==> config.mk <==
export PLATFORM = sky130hd
export DESIGN_NAME = sram_access_arbiter_flat
export DESIGN_NICKNAME = d
export VERILOG_FILES = /design/src/rtl/sram_arb_pkg.sv /design/src/rtl/sram_access_arbiter_if.sv /design/src/rtl/sram_addr_counter.sv /design/src/rtl/sram_access_arbiter.sv /design/src/flat_wrapper.sv
export SDC_FILE = /design/constraint.sdc
export NUM_CORES = 1
export LEC_CHECK = 0
export ABC_AREA = 1
export CAP_MARGIN = 20
export CORE_MARGIN = 2
export CORE_UTILIZATION = 40
export CTS_CLUSTER_DIAMETER = 150
export CTS_CLUSTER_SIZE = 24
export DETAILED_ROUTE_END_ITERATION = 10
export DONT_BUFFER_PORTS = 1
export PLACE_DENSITY = 0.63
export SETUP_SLACK_MARGIN = 0.1
export SYNTH_ARGS = -nofsm -noshare
export SYNTH_HDL_FRONTEND = slang
export SYNTH_SLANG_ARGS = --single-unit
==> constraint.sdc <==
create_clock -name clk -period 2.1 [get_ports clk]
set_clock_uncertainty 0.15 [all_clocks]
set_input_delay 0.21 -clock clk [delete_from_list [all_inputs] [get_ports clk]]
set_output_delay 0.21 -clock clk [all_outputs]
set_load 0.02 [all_outputs]
==> src/rtl/sram_arb_pkg.sv <==
// Shared types and constants for the SRAM access arbiter.
// Holds the FSM state encoding, owner codes and the default bus widths.
package sram_arb_pkg;

  localparam int DEF_ADDR_W = 21;
  localparam int DEF_DATA_W = 8;

  localparam logic OWNER_AVR  = 1'b0;
  localparam logic OWNER_SNES = 1'b1;

  typedef enum logic [1:0] {
    IDLE,
    SETUP,
    ACCESS,
    DONE
  } arb_state_t;

endpackage

==> src/rtl/sram_access_arbiter_if.sv <==
// Requester and SRAM pad signals of the arbiter, bundled in one interface.
// The slave modport is the arbiter side; the master modport is everything around it.
interface sram_access_arbiter_if
  import sram_arb_pkg::*;
#(
  parameter int ADDR_W = DEF_ADDR_W,
  parameter int DATA_W = DEF_DATA_W
);

  logic              avr_req;
  logic              avr_we;
  logic              avr_addr_load;
  logic [ADDR_W-1:0] avr_addr;
  logic [DATA_W-1:0] avr_wdata;
  logic [DATA_W-1:0] avr_rdata;
  logic              avr_ack;

  logic              snes_req;
  logic              snes_we;
  logic [ADDR_W-1:0] snes_addr;
  logic [DATA_W-1:0] snes_wdata;
  logic [DATA_W-1:0] snes_rdata;
  logic              snes_ack;

  logic [ADDR_W-1:0] sram_addr;
  logic [DATA_W-1:0] sram_dout;
  logic              sram_dout_en;
  logic [DATA_W-1:0] sram_din;
  logic              sram_ce_n;
  logic              sram_oe_n;
  logic              sram_we_n;

  logic              busy;
  logic              owner;

  modport slave (
    input  avr_req, avr_we, avr_addr_load, avr_addr, avr_wdata,
    output avr_rdata, avr_ack,
    input  snes_req, snes_we, snes_addr, snes_wdata,
    output snes_rdata, snes_ack,
    output sram_addr, sram_dout, sram_dout_en,
    input  sram_din,
    output sram_ce_n, sram_oe_n, sram_we_n,
    output busy, owner
  );

  modport master (
    output avr_req, avr_we, avr_addr_load, avr_addr, avr_wdata,
    input  avr_rdata, avr_ack,
    output snes_req, snes_we, snes_addr, snes_wdata,
    input  snes_rdata, snes_ack,
    input  sram_addr, sram_dout, sram_dout_en,
    output sram_din,
    input  sram_ce_n, sram_oe_n, sram_we_n,
    input  busy, owner
  );

endinterface

==> src/rtl/sram_addr_counter.sv <==
// Auto-incrementing AVR address counter with load priority over increment.
// A load that lands while an AVR access is in flight cancels that access's increment.
module sram_addr_counter
  import sram_arb_pkg::*;
#(
  parameter int ADDR_W = DEF_ADDR_W
) (
  input  logic              clk,
  input  logic              rst_n,
  input  logic              load,
  input  logic [ADDR_W-1:0] load_value,
  input  logic              start,
  input  logic              inc,
  output logic [ADDR_W-1:0] count
);

  logic cancel;

  // cancel is re-armed at every AVR grant; a load in the grant cycle already counts as "after grant"
  always_ff @(posedge clk or negedge rst_n) begin
    if (!rst_n) begin
      count  <= '0;
      cancel <= 1'b0;
    end else begin
      if (start) begin
        cancel <= load;
      end else if (load) begin
        cancel <= 1'b1;
      end

      if (load) begin
        count <= load_value;
      end else if (inc && !cancel) begin
        count <= count + 1'b1;
      end
    end
  end

endmodule

==> src/rtl/sram_access_arbiter.sv <==
// Shares one external SRAM port between the AVR host and the SNES bus.
// Round-robin arbitration plus a registered IDLE/SETUP/ACCESS/DONE strobe sequencer.
module sram_access_arbiter
  import sram_arb_pkg::*;
#(
  parameter int ADDR_W      = DEF_ADDR_W,
  parameter int DATA_W      = DEF_DATA_W,
  parameter int WAIT_CYCLES = 2
) (
  input  logic                  clk,
  input  logic                  rst_n,
  sram_access_arbiter_if.slave  bus
);

  if (WAIT_CYCLES < 1 || WAIT_CYCLES > 15) begin : g_bad_wait_cycles
    $error("sram_access_arbiter: WAIT_CYCLES must be within 1..15");
  end

  arb_state_t        state;
  logic [3:0]        wait_cnt;
  logic              cur_we;
  logic              owner_q;
  logic [ADDR_W-1:0] avr_count;

  logic              grant_avr;
  logic              grant_snes;
  logic              sel_we;
  logic [ADDR_W-1:0] sel_addr;
  logic [DATA_W-1:0] sel_wdata;

  // On a tie the requester that did not own the last cycle wins
  always_comb begin
    grant_snes = bus.snes_req && (!bus.avr_req || owner_q == OWNER_AVR);
    grant_avr  = bus.avr_req && !grant_snes;
    sel_we     = grant_snes ? bus.snes_we    : bus.avr_we;
    sel_addr   = grant_snes ? bus.snes_addr  : avr_count;
    sel_wdata  = grant_snes ? bus.snes_wdata : bus.avr_wdata;
  end

  sram_addr_counter #(
    .ADDR_W (ADDR_W)
  ) u_cnt (
    .clk        (clk),
    .rst_n      (rst_n),
    .load       (bus.avr_addr_load),
    .load_value (bus.avr_addr),
    .start      (state == IDLE && grant_avr),
    .inc        (state == DONE && owner_q == OWNER_AVR),
    .count      (avr_count)
  );

  assign bus.owner = owner_q;

  // Strobes are set one cycle ahead so every pad signal comes straight from a flop
  always_ff @(posedge clk or negedge rst_n) begin
    if (!rst_n) begin
      state            <= IDLE;
      wait_cnt         <= '0;
      cur_we           <= 1'b0;
      owner_q          <= OWNER_AVR;
      bus.busy         <= 1'b0;
      bus.sram_addr    <= '0;
      bus.sram_dout    <= '0;
      bus.sram_dout_en <= 1'b0;
      bus.sram_ce_n    <= 1'b1;
      bus.sram_oe_n    <= 1'b1;
      bus.sram_we_n    <= 1'b1;
      bus.avr_rdata    <= '0;
      bus.snes_rdata   <= '0;
      bus.avr_ack      <= 1'b0;
      bus.snes_ack     <= 1'b0;
    end else begin
      bus.avr_ack  <= 1'b0;
      bus.snes_ack <= 1'b0;
      unique case (state)
        IDLE: begin
          if (grant_avr || grant_snes) begin
            state         <= SETUP;
            bus.busy      <= 1'b1;
            owner_q       <= grant_snes ? OWNER_SNES : OWNER_AVR;
            cur_we        <= sel_we;
            bus.sram_addr <= sel_addr;
            bus.sram_ce_n <= 1'b0;
            if (sel_we) begin
              bus.sram_dout    <= sel_wdata;
              bus.sram_dout_en <= 1'b1;
            end else begin
              bus.sram_oe_n <= 1'b0;
            end
          end
        end
        SETUP: begin
          state    <= ACCESS;
          wait_cnt <= 4'(WAIT_CYCLES - 1);
          if (cur_we) begin
            bus.sram_we_n <= 1'b0;
          end
        end
        ACCESS: begin
          if (wait_cnt == '0) begin
            state         <= DONE;
            bus.sram_we_n <= 1'b1;
            bus.sram_oe_n <= 1'b1;
            if (owner_q == OWNER_SNES) begin
              bus.snes_ack <= 1'b1;
              if (!cur_we) bus.snes_rdata <= bus.sram_din;
            end else begin
              bus.avr_ack <= 1'b1;
              if (!cur_we) bus.avr_rdata <= bus.sram_din;
            end
          end else begin
            wait_cnt <= wait_cnt - 1'b1;
          end
        end
        DONE: begin
          state            <= IDLE;
          bus.busy         <= 1'b0;
          bus.sram_ce_n    <= 1'b1;
          bus.sram_dout_en <= 1'b0;
        end
        default: state <= IDLE;
      endcase
    end
  end

endmodule

==> src/flat_wrapper.sv <==
// flat-port wrapper written by rule: the top's interface ports become plain ports
module sram_access_arbiter_flat import sram_arb_pkg::*;
#(
  parameter int ADDR_W      = DEF_ADDR_W,
  parameter int DATA_W      = DEF_DATA_W,
  parameter int WAIT_CYCLES = 2
)
  (clk, rst_n, bus_avr_req, bus_avr_we, bus_avr_addr_load, bus_avr_addr, bus_avr_wdata, bus_avr_rdata, bus_avr_ack, bus_snes_req, bus_snes_we, bus_snes_addr, bus_snes_wdata, bus_snes_rdata, bus_snes_ack, bus_sram_addr, bus_sram_dout, bus_sram_dout_en, bus_sram_din, bus_sram_ce_n, bus_sram_oe_n, bus_sram_we_n, bus_busy, bus_owner);
  sram_access_arbiter_if #(.ADDR_W(ADDR_W), .DATA_W(DATA_W)) bus_i ();
  input  logic clk;
  input  logic rst_n;
  input wire logic [$bits(bus_i.avr_req)-1:0] bus_avr_req;
  input wire logic [$bits(bus_i.avr_we)-1:0] bus_avr_we;
  input wire logic [$bits(bus_i.avr_addr_load)-1:0] bus_avr_addr_load;
  input wire logic [$bits(bus_i.avr_addr)-1:0] bus_avr_addr;
  input wire logic [$bits(bus_i.avr_wdata)-1:0] bus_avr_wdata;
  output wire logic [$bits(bus_i.avr_rdata)-1:0] bus_avr_rdata;
  output wire logic [$bits(bus_i.avr_ack)-1:0] bus_avr_ack;
  input wire logic [$bits(bus_i.snes_req)-1:0] bus_snes_req;
  input wire logic [$bits(bus_i.snes_we)-1:0] bus_snes_we;
  input wire logic [$bits(bus_i.snes_addr)-1:0] bus_snes_addr;
  input wire logic [$bits(bus_i.snes_wdata)-1:0] bus_snes_wdata;
  output wire logic [$bits(bus_i.snes_rdata)-1:0] bus_snes_rdata;
  output wire logic [$bits(bus_i.snes_ack)-1:0] bus_snes_ack;
  output wire logic [$bits(bus_i.sram_addr)-1:0] bus_sram_addr;
  output wire logic [$bits(bus_i.sram_dout)-1:0] bus_sram_dout;
  output wire logic [$bits(bus_i.sram_dout_en)-1:0] bus_sram_dout_en;
  input wire logic [$bits(bus_i.sram_din)-1:0] bus_sram_din;
  output wire logic [$bits(bus_i.sram_ce_n)-1:0] bus_sram_ce_n;
  output wire logic [$bits(bus_i.sram_oe_n)-1:0] bus_sram_oe_n;
  output wire logic [$bits(bus_i.sram_we_n)-1:0] bus_sram_we_n;
  output wire logic [$bits(bus_i.busy)-1:0] bus_busy;
  output wire logic [$bits(bus_i.owner)-1:0] bus_owner;
  assign bus_i.avr_req = bus_avr_req;
  assign bus_i.avr_we = bus_avr_we;
  assign bus_i.avr_addr_load = bus_avr_addr_load;
  assign bus_i.avr_addr = bus_avr_addr;
  assign bus_i.avr_wdata = bus_avr_wdata;
  assign bus_avr_rdata = bus_i.avr_rdata;
  assign bus_avr_ack = bus_i.avr_ack;
  assign bus_i.snes_req = bus_snes_req;
  assign bus_i.snes_we = bus_snes_we;
  assign bus_i.snes_addr = bus_snes_addr;
  assign bus_i.snes_wdata = bus_snes_wdata;
  assign bus_snes_rdata = bus_i.snes_rdata;
  assign bus_snes_ack = bus_i.snes_ack;
  assign bus_sram_addr = bus_i.sram_addr;
  assign bus_sram_dout = bus_i.sram_dout;
  assign bus_sram_dout_en = bus_i.sram_dout_en;
  assign bus_i.sram_din = bus_sram_din;
  assign bus_sram_ce_n = bus_i.sram_ce_n;
  assign bus_sram_oe_n = bus_i.sram_oe_n;
  assign bus_sram_we_n = bus_i.sram_we_n;
  assign bus_busy = bus_i.busy;
  assign bus_owner = bus_i.owner;
  sram_access_arbiter #(.ADDR_W(ADDR_W), .DATA_W(DATA_W), .WAIT_CYCLES(WAIT_CYCLES)) u_core (.clk(clk), .rst_n(rst_n), .bus(bus_i));
endmodule
# ---- Yosys cells after proc, flatten, opt, wreduce, memory -nomap -nowiden
# Cells that the tools add are included.
dict set report totals {
  output_inout_bits 53
  input_bits 73
  word_cells 89
  reg_bits 82
}
dict set report classes {
  add_sub_neg 2
  eq_ne 9
  bitwise 2
  muxes 32
  n_reduce_logical 27
}
# op count
set ops {}
lappend ops {{$mux 21} 3}
lappend ops {{$add 21x1->21 const B} 1}
lappend ops {{$mux 1} 18}
lappend ops {{$reduce_and 4->1} 3}
lappend ops {{$pmux 1 s2} 5}
lappend ops {{$reduce_bool 2->1} 5}
lappend ops {{$reduce_and 3->1} 3}
lappend ops {{$mux 8} 1}
lappend ops {{$pmux 2 s4} 1}
lappend ops {{$pmux 4 s2} 1}
lappend ops {{$reduce_and 2->1} 4}
lappend ops {{$ne 2x1->1 const B} 3}
lappend ops {{$ne 2x2->1 const B} 3}
lappend ops {{$logic_and 1x1->1} 5}
lappend ops {{$eq 2x2->1 const B} 2}
lappend ops {{$logic_not 4->1} 1}
lappend ops {{$mux 2} 2}
lappend ops {{$mux 4} 1}
lappend ops {{$sub 4x1->4 const B} 1}
lappend ops {{$logic_not 1->1} 3}
lappend ops {{$eq 2x1->1 const B} 1}
lappend ops {{$logic_not 2->1} 1}
lappend ops {{$logic_or 1x1->1} 2}
lappend ops {{$not 1->1} 2}

# ---- Depth between registers and ports, before layout
dict set report logic_depth {
  depth_word 8
  depth_mapped 10
  mapped_depth_nobuf 10
}

# ---- Cells and area by module
# A second synthesis with hierarchy kept.
dict set report unflattened {
  cells_unflattened 542
  area_unflattened_um2 4367.9
}
# module cells_each area_each_um2 seq_area_each_um2 instances
set by_module_without_submodules {}
lappend by_module_without_submodules {sram_access_arbiter 328 2835.2 1505.2 1}
lappend by_module_without_submodules {sram_addr_counter 214 1532.7 550.5 1}

# ---- Worst setup path after synthesis
# OpenSTA, ideal clock, no wires.
dict set report synth_timing {
  path_kind {register to register}
  startpoint {register u_core.state[0]}
  endpoint {register u_core.bus.snes_rdata[5]}
  required_ns 1.832
  stages_incl_launch_ff 9
  slack_ns 0.504
  synth_period_minus_slack_ns 1.596
  path_buffers 1
  t_arrival_ns 1.328
  setup_time_ns 0.118
  path_cell_list {dfrtp_1 -> inv_1 -> ha_1 -> nand2_2 -> nor2_4 -> nand2_2 -> buf_6 -> nand2_1 -> o21ai_2}
}
dict set report synth_between {
  elab_chain_cells 2
}
# element line_no
set synth_rtl {}
lappend synth_rtl {{start, declared} sram_access_arbiter.sv:19} ;# arb_state_t state;
lappend synth_rtl {{start signal, assigned} sram_access_arbiter.sv:57} ;# state <= IDLE;
lappend synth_rtl {{start signal, assigned} sram_access_arbiter.sv:78} ;# state <= SETUP;
lappend synth_rtl {{start signal, assigned} sram_access_arbiter.sv:93} ;# state <= ACCESS;
lappend synth_rtl {{$eq 2x2->1} sram_access_arbiter.sv:75} ;# unique case (state)
lappend synth_rtl {{$reduce_and 4->1 (no source line)} --}
lappend synth_rtl {{end signal, assigned} sram_access_arbiter.sv:106} ;# if (!cur_we) bus.snes_rdata <= bus.sram_din;
lappend synth_rtl {{end, declared} sram_access_arbiter_if.sv:40} ;# output snes_rdata, snes_ack,
# No other way between the ends.
# A chain may end at the register's enable or synchronous reset.

# ---- Worst setup path after layout
dict set report layout_timing {
  startpoint {register u_core.owner_q, in the netlist u_core.bus.owner}
  endpoint {register u_core.bus.sram_dout[7]}
}
dict set report layout_between {
  elab_chain_cells 7
  elab_cells_between_ends 9
  cone_classes {2 x mux; 1 x bitwise; 6 x reduce/logical}
}
# element line_no
set layout_rtl {}
lappend layout_rtl {{start, declared} sram_access_arbiter.sv:22} ;# logic owner_q;
lappend layout_rtl {{start signal, assigned} sram_access_arbiter.sv:80} ;# owner_q <= grant_snes ? OWNER_SNES : OWNER_AVR;
lappend layout_rtl {{$not 1->1 *} sram_access_arbiter.sv:33} ;# grant_snes = bus.snes_req && (!bus.avr_req || owner_q == OWNER_AVR);
lappend layout_rtl {{$logic_or 1x1->1 *} sram_access_arbiter.sv:33}
lappend layout_rtl {{$logic_and 1x1->1 *} sram_access_arbiter.sv:33}
lappend layout_rtl {{$logic_not 1->1} sram_access_arbiter.sv:34} ;# grant_avr = bus.avr_req && !grant_snes;
lappend layout_rtl {{$logic_and 1x1->1} sram_access_arbiter.sv:34}
lappend layout_rtl {{$logic_or 1x1->1} sram_access_arbiter.sv:77} ;# if (grant_avr || grant_snes) begin
lappend layout_rtl {{$reduce_and 3->1 (no source line)} --}
lappend layout_rtl {{end signal, assigned} sram_access_arbiter.sv:85} ;# bus.sram_dout <= sel_wdata;
lappend layout_rtl {{end, declared} sram_access_arbiter_if.sv:41} ;# output sram_addr, sram_dout, sram_dout_en,
# Mark *: on every way between the ends. The rest lies on a longest branch, timed or not.

==> impl_metrics.csv <==
group,metric,value,unit
run_status,run_status,"finished with violations",
run_status,failed_checks,"hold timing",
detailed_routing,wl_per_cell,14.9,µm
yosys,syn-num-nets,601,
yosys,yosys_register_bits,82,
timing,fin_crit,1.83,ns
yosys,ys_types,36,
floorplan,die_h,107,µm
yosys,synth_async_sr_flop_share,1.00,
yosys,yosysMostFrequentCell,"nand2_1",
yosys,synth_ff_type,"dfrtp_1",
finish,num_antenna_cells,0,
worst_setup_path,critPathSlowestCell,"dfrtp_1",
finish,syn2layout_area_growth,23.8,%
pwr,clkPwrFrac,0.187,
yosys,syn_area,4230,µm²
pwr,internal_power,0.00355,W
cts,ctsHoldBuffers,68,
floorplan,fp.dieW,107,µm
floorplan,ios,126,
finish,nNetsFinal,666,
worst_setup_path,worstPathMaxFanout,26,
detailed_routing,first_iter_violations,285,
cts,htreeDepth,3,
detailed_routing,route.detailed.drc,0,
cts,numCtsBuffers,9,
worst_setup_path,critPathArrivalTime,1.93,ns
yosys,synth-seq-area-share,0.486,
timing,finalHoldViolations,82,
cts,clock-root-buffer,"clkbuf_8",
yosys,synthTopCellsByCount,"nand2_1 (153), dfrtp_1 (79), nor2_1 (62)",
global_routing,grt_pass1_vias,3740,
worst_setup_path,worstPathRequired,2.20,ns
worst_setup_path,worstSetupStartpointType,"flop",
timing,setup_viol,0,
global_routing,antenna_found_initial,0,
yosys,synth.top_cell.area_share,0.468,
floorplan,start_util,0.411,
timing,holdWs,-0.614,ns
worst_setup_path,reg2reg_slack,0.27,ns
pwr,swShare,0.443,
pwr,p_comb_frac,0.294,
detailed_routing,first_pass_iters,6,
worst_setup_path,worst_setup_path_end_kind,"flop",
timing,tightest_slew,0.602,ns
pwr,p_per_area,1220,nW/µm²
floorplan,core,10300,µm²
global_routing,grt_pass1_wl,18000,µm
worst_setup_path,critical_path.max_stage_delay,0.44,ns
finish,fill_cells,984,
flow_run,maxCapViolCount,0,
pwr,p_seq_frac,0.519,
hold_path,hp-class,"input port to async pin",
cts,clock_latency,0.36,ns
global_routing,grt_usage,0.199,
yosys,synthTopCellsByArea,"dfrtp_1 (47%), nand2_1 (14%), nor2_1 (5.5%)",
yosys,synth_area_per_cell,8.11,µm²
placement,io_buffers,0,
worst_setup_path,path_class,"flop to flop",
cts,cts_buffer_depth,2,
timing,finalSetupTns,0,ns
yosys,syn_inst,521,
cts,cts_tree,"built",
cts,post_cts_buffers,0,
timing,max_freq,546,MHz
pwr,leakagePower,2.43,nW
yosys,synth_edf_count,0,
cts,clk_pin_slew,0.09,ns
detailed_routing,vias_per_cell,5.06,
global_routing,grt_max_degree,83,
global_routing,overflow,0,
floorplan,rows,37,
timing,min_period_over_period,0.872,
pwr,irDropWorstVdd,522,µV
pwr,power.switching,0.00283,W
floorplan,design.die.area,11400,µm²
yosys,synth_largest_area_cell,"dfrtp_1",
timing,drv_slew,0,
timing,slew_headroom,0.598,
yosys,ys_warn_count,0,
placement,place_hpwl,7530,µm
timing,rsz0062_at_grt,"false",
placement,gp_congestion,0.799,
detailed_routing,routed-via-count,3677,
detailed_routing,ant_nets,0,
detailed_routing,routed_wl,10800,µm
cts,clkSinkCount,82,
finish,drive_gt1_frac,0.0998,
worst_setup_path,crit_chain,"nand2_1 > nand2_2 > nand2_2 > nand2_4 > inv_6 > nand2_4 > o31ai_1",
==> state kept, by name, summed over array words and instances, names as in the netlist, 2 cells and up <==
signal                 flops
u_core.wait_cnt            4
u_core.bus.avr_rdata       8
u_core.u_cnt.count        21
u_core.state               2
u_core.bus.sram_dout       8
u_core.bus.sram_addr      21
u_core.bus.snes_rdata      8
==> layout by cell type, fill, tap and decap left out, types with 2 or more instances in the layout <==
cell type,count
buf_4,6
nand2_1,153
o21ai_2,8
clkbuf_8,9
o21bai_1,4
a21oi_1,6
dfstp_2,3
nand2_2,8
clkinv_4,4
nand4_1,6
nor3_1,2
nor2_2,3
a31oi_1,25
ha_1,6
xnor2_1,3
nand2_4,2
inv_1,47
o22ai_1,3
o31ai_1,10
dfrtp_1,78
o21ai_0,9
o21ai_1,12
o211ai_1,4
nor2_4,5
nor2_1,62
xor2_1,8
nand3_1,23
dlygate4sd3_1,67
inv_2,2
==> worst max-delay path, delay by kind of cell (launching register included) <==
kind                   cells  cell delay (ns)
and+or+nand+nor            5             0.67
DFF                        1             0.44
buffers and inverters      1             0.18
AOI/OAI and AO/OA          1             0.26
==> worst paths after layout <==
check	startpoint	cells past startpoint	end
worst max-delay path	u_core.bus.owner$_DFFE_PN0P_	7	u_core.bus.sram_dout[7]$_DFFE_PN0P_
worst min register to register	u_core.wait_cnt[0]$_DFFE_PN0P_	1	u_core.wait_cnt[0]$_DFFE_PN0P_
worst max register to register	u_core.bus.owner$_DFFE_PN0P_	7	u_core.bus.sram_dout[7]$_DFFE_PN0P_
min in group clk	bus_snes_we	5	u_core.bus.sram_oe_n$_DFFE_PN1P_
worst min-delay path	rst_n	0	u_core.bus.sram_dout[4]$_DFFE_PN0P_
max in group asynchronous	rst_n	0	u_core.bus.sram_we_n$_DFFE_PN1P_
==> power groups by stage <==
stage | clock network [W] | registers [W] | logic [W]
floorplan | 0 | 0.00319 | 0.00147
global placement | 0 | 0.00334 | 0.00169
detailed placement | 0 | 0.00335 | 0.00177
CTS | 0.00123 | 0.00333 | 0.00188
global route | 0.00129 | 0.00340 | 0.00219
finish | 0.00119 | 0.00331 | 0.00188
==> stage by stage <==
stage / utilization / power, W / instances / setup WS (ns) / area [µm²]
detailed placement: 0.422 / 0.00512 / 643 / 0.221 / 4340
CTS: 0.508 / 0.00644 / 727 / 0.115 / 5220
finish: 0.509 / 0.00638 / 727 / 0.269 / 5230
global route: 0.509 / 0.00688 / 727 / 0.117 / 5230
floorplan: - / 0.00466 / 521 / 0.504 / 4230
global placement: 0.422 / 0.00503 / 643 / 0.306 / 4340
==> area by class of cell <==
cell class	instances	area, µm²	area share
Timing Repair Buffer	75	748	0.143
Sequential cell	82	2060	0.393
Tap cell	136	170	0.0325
Clock buffer	10	128	0.0244
Inverter	50	193	0.0368
Multi-Input combinational cell	368	1860	0.356
Clock inverter	6	76.3	0.0146
==> layer usage <==
metal  vias to the layer above  part of all wire  track usage
li1                       1824                 -            -
met1                      1709              0.42        0.247
met2                       129              0.49        0.342
met3                        15             0.071       0.0486
met4                         0             0.016       0.0622
met5                         -                 0            0
==> repair_timing <==
action	CTS	global route
endpoints found under the setup margin	0	27
resized for setup	0	4
hold endpoints to repair	149	82
==> logic make-up after synthesis <==
kind of cell / count (synthesis) / synth area share
adder cells (fa/ha/maj): 7 / 0.0207
XOR/XNOR: 11 / 0.0228
AO/OA/AOI/OAI: 83 / 0.126
buffers and inverters: 71 / 0.0743
flip-flops: 82 / 0.486
AND/OR/NAND/NOR: 267 / 0.270
Power figures use the tool's default switching activity.
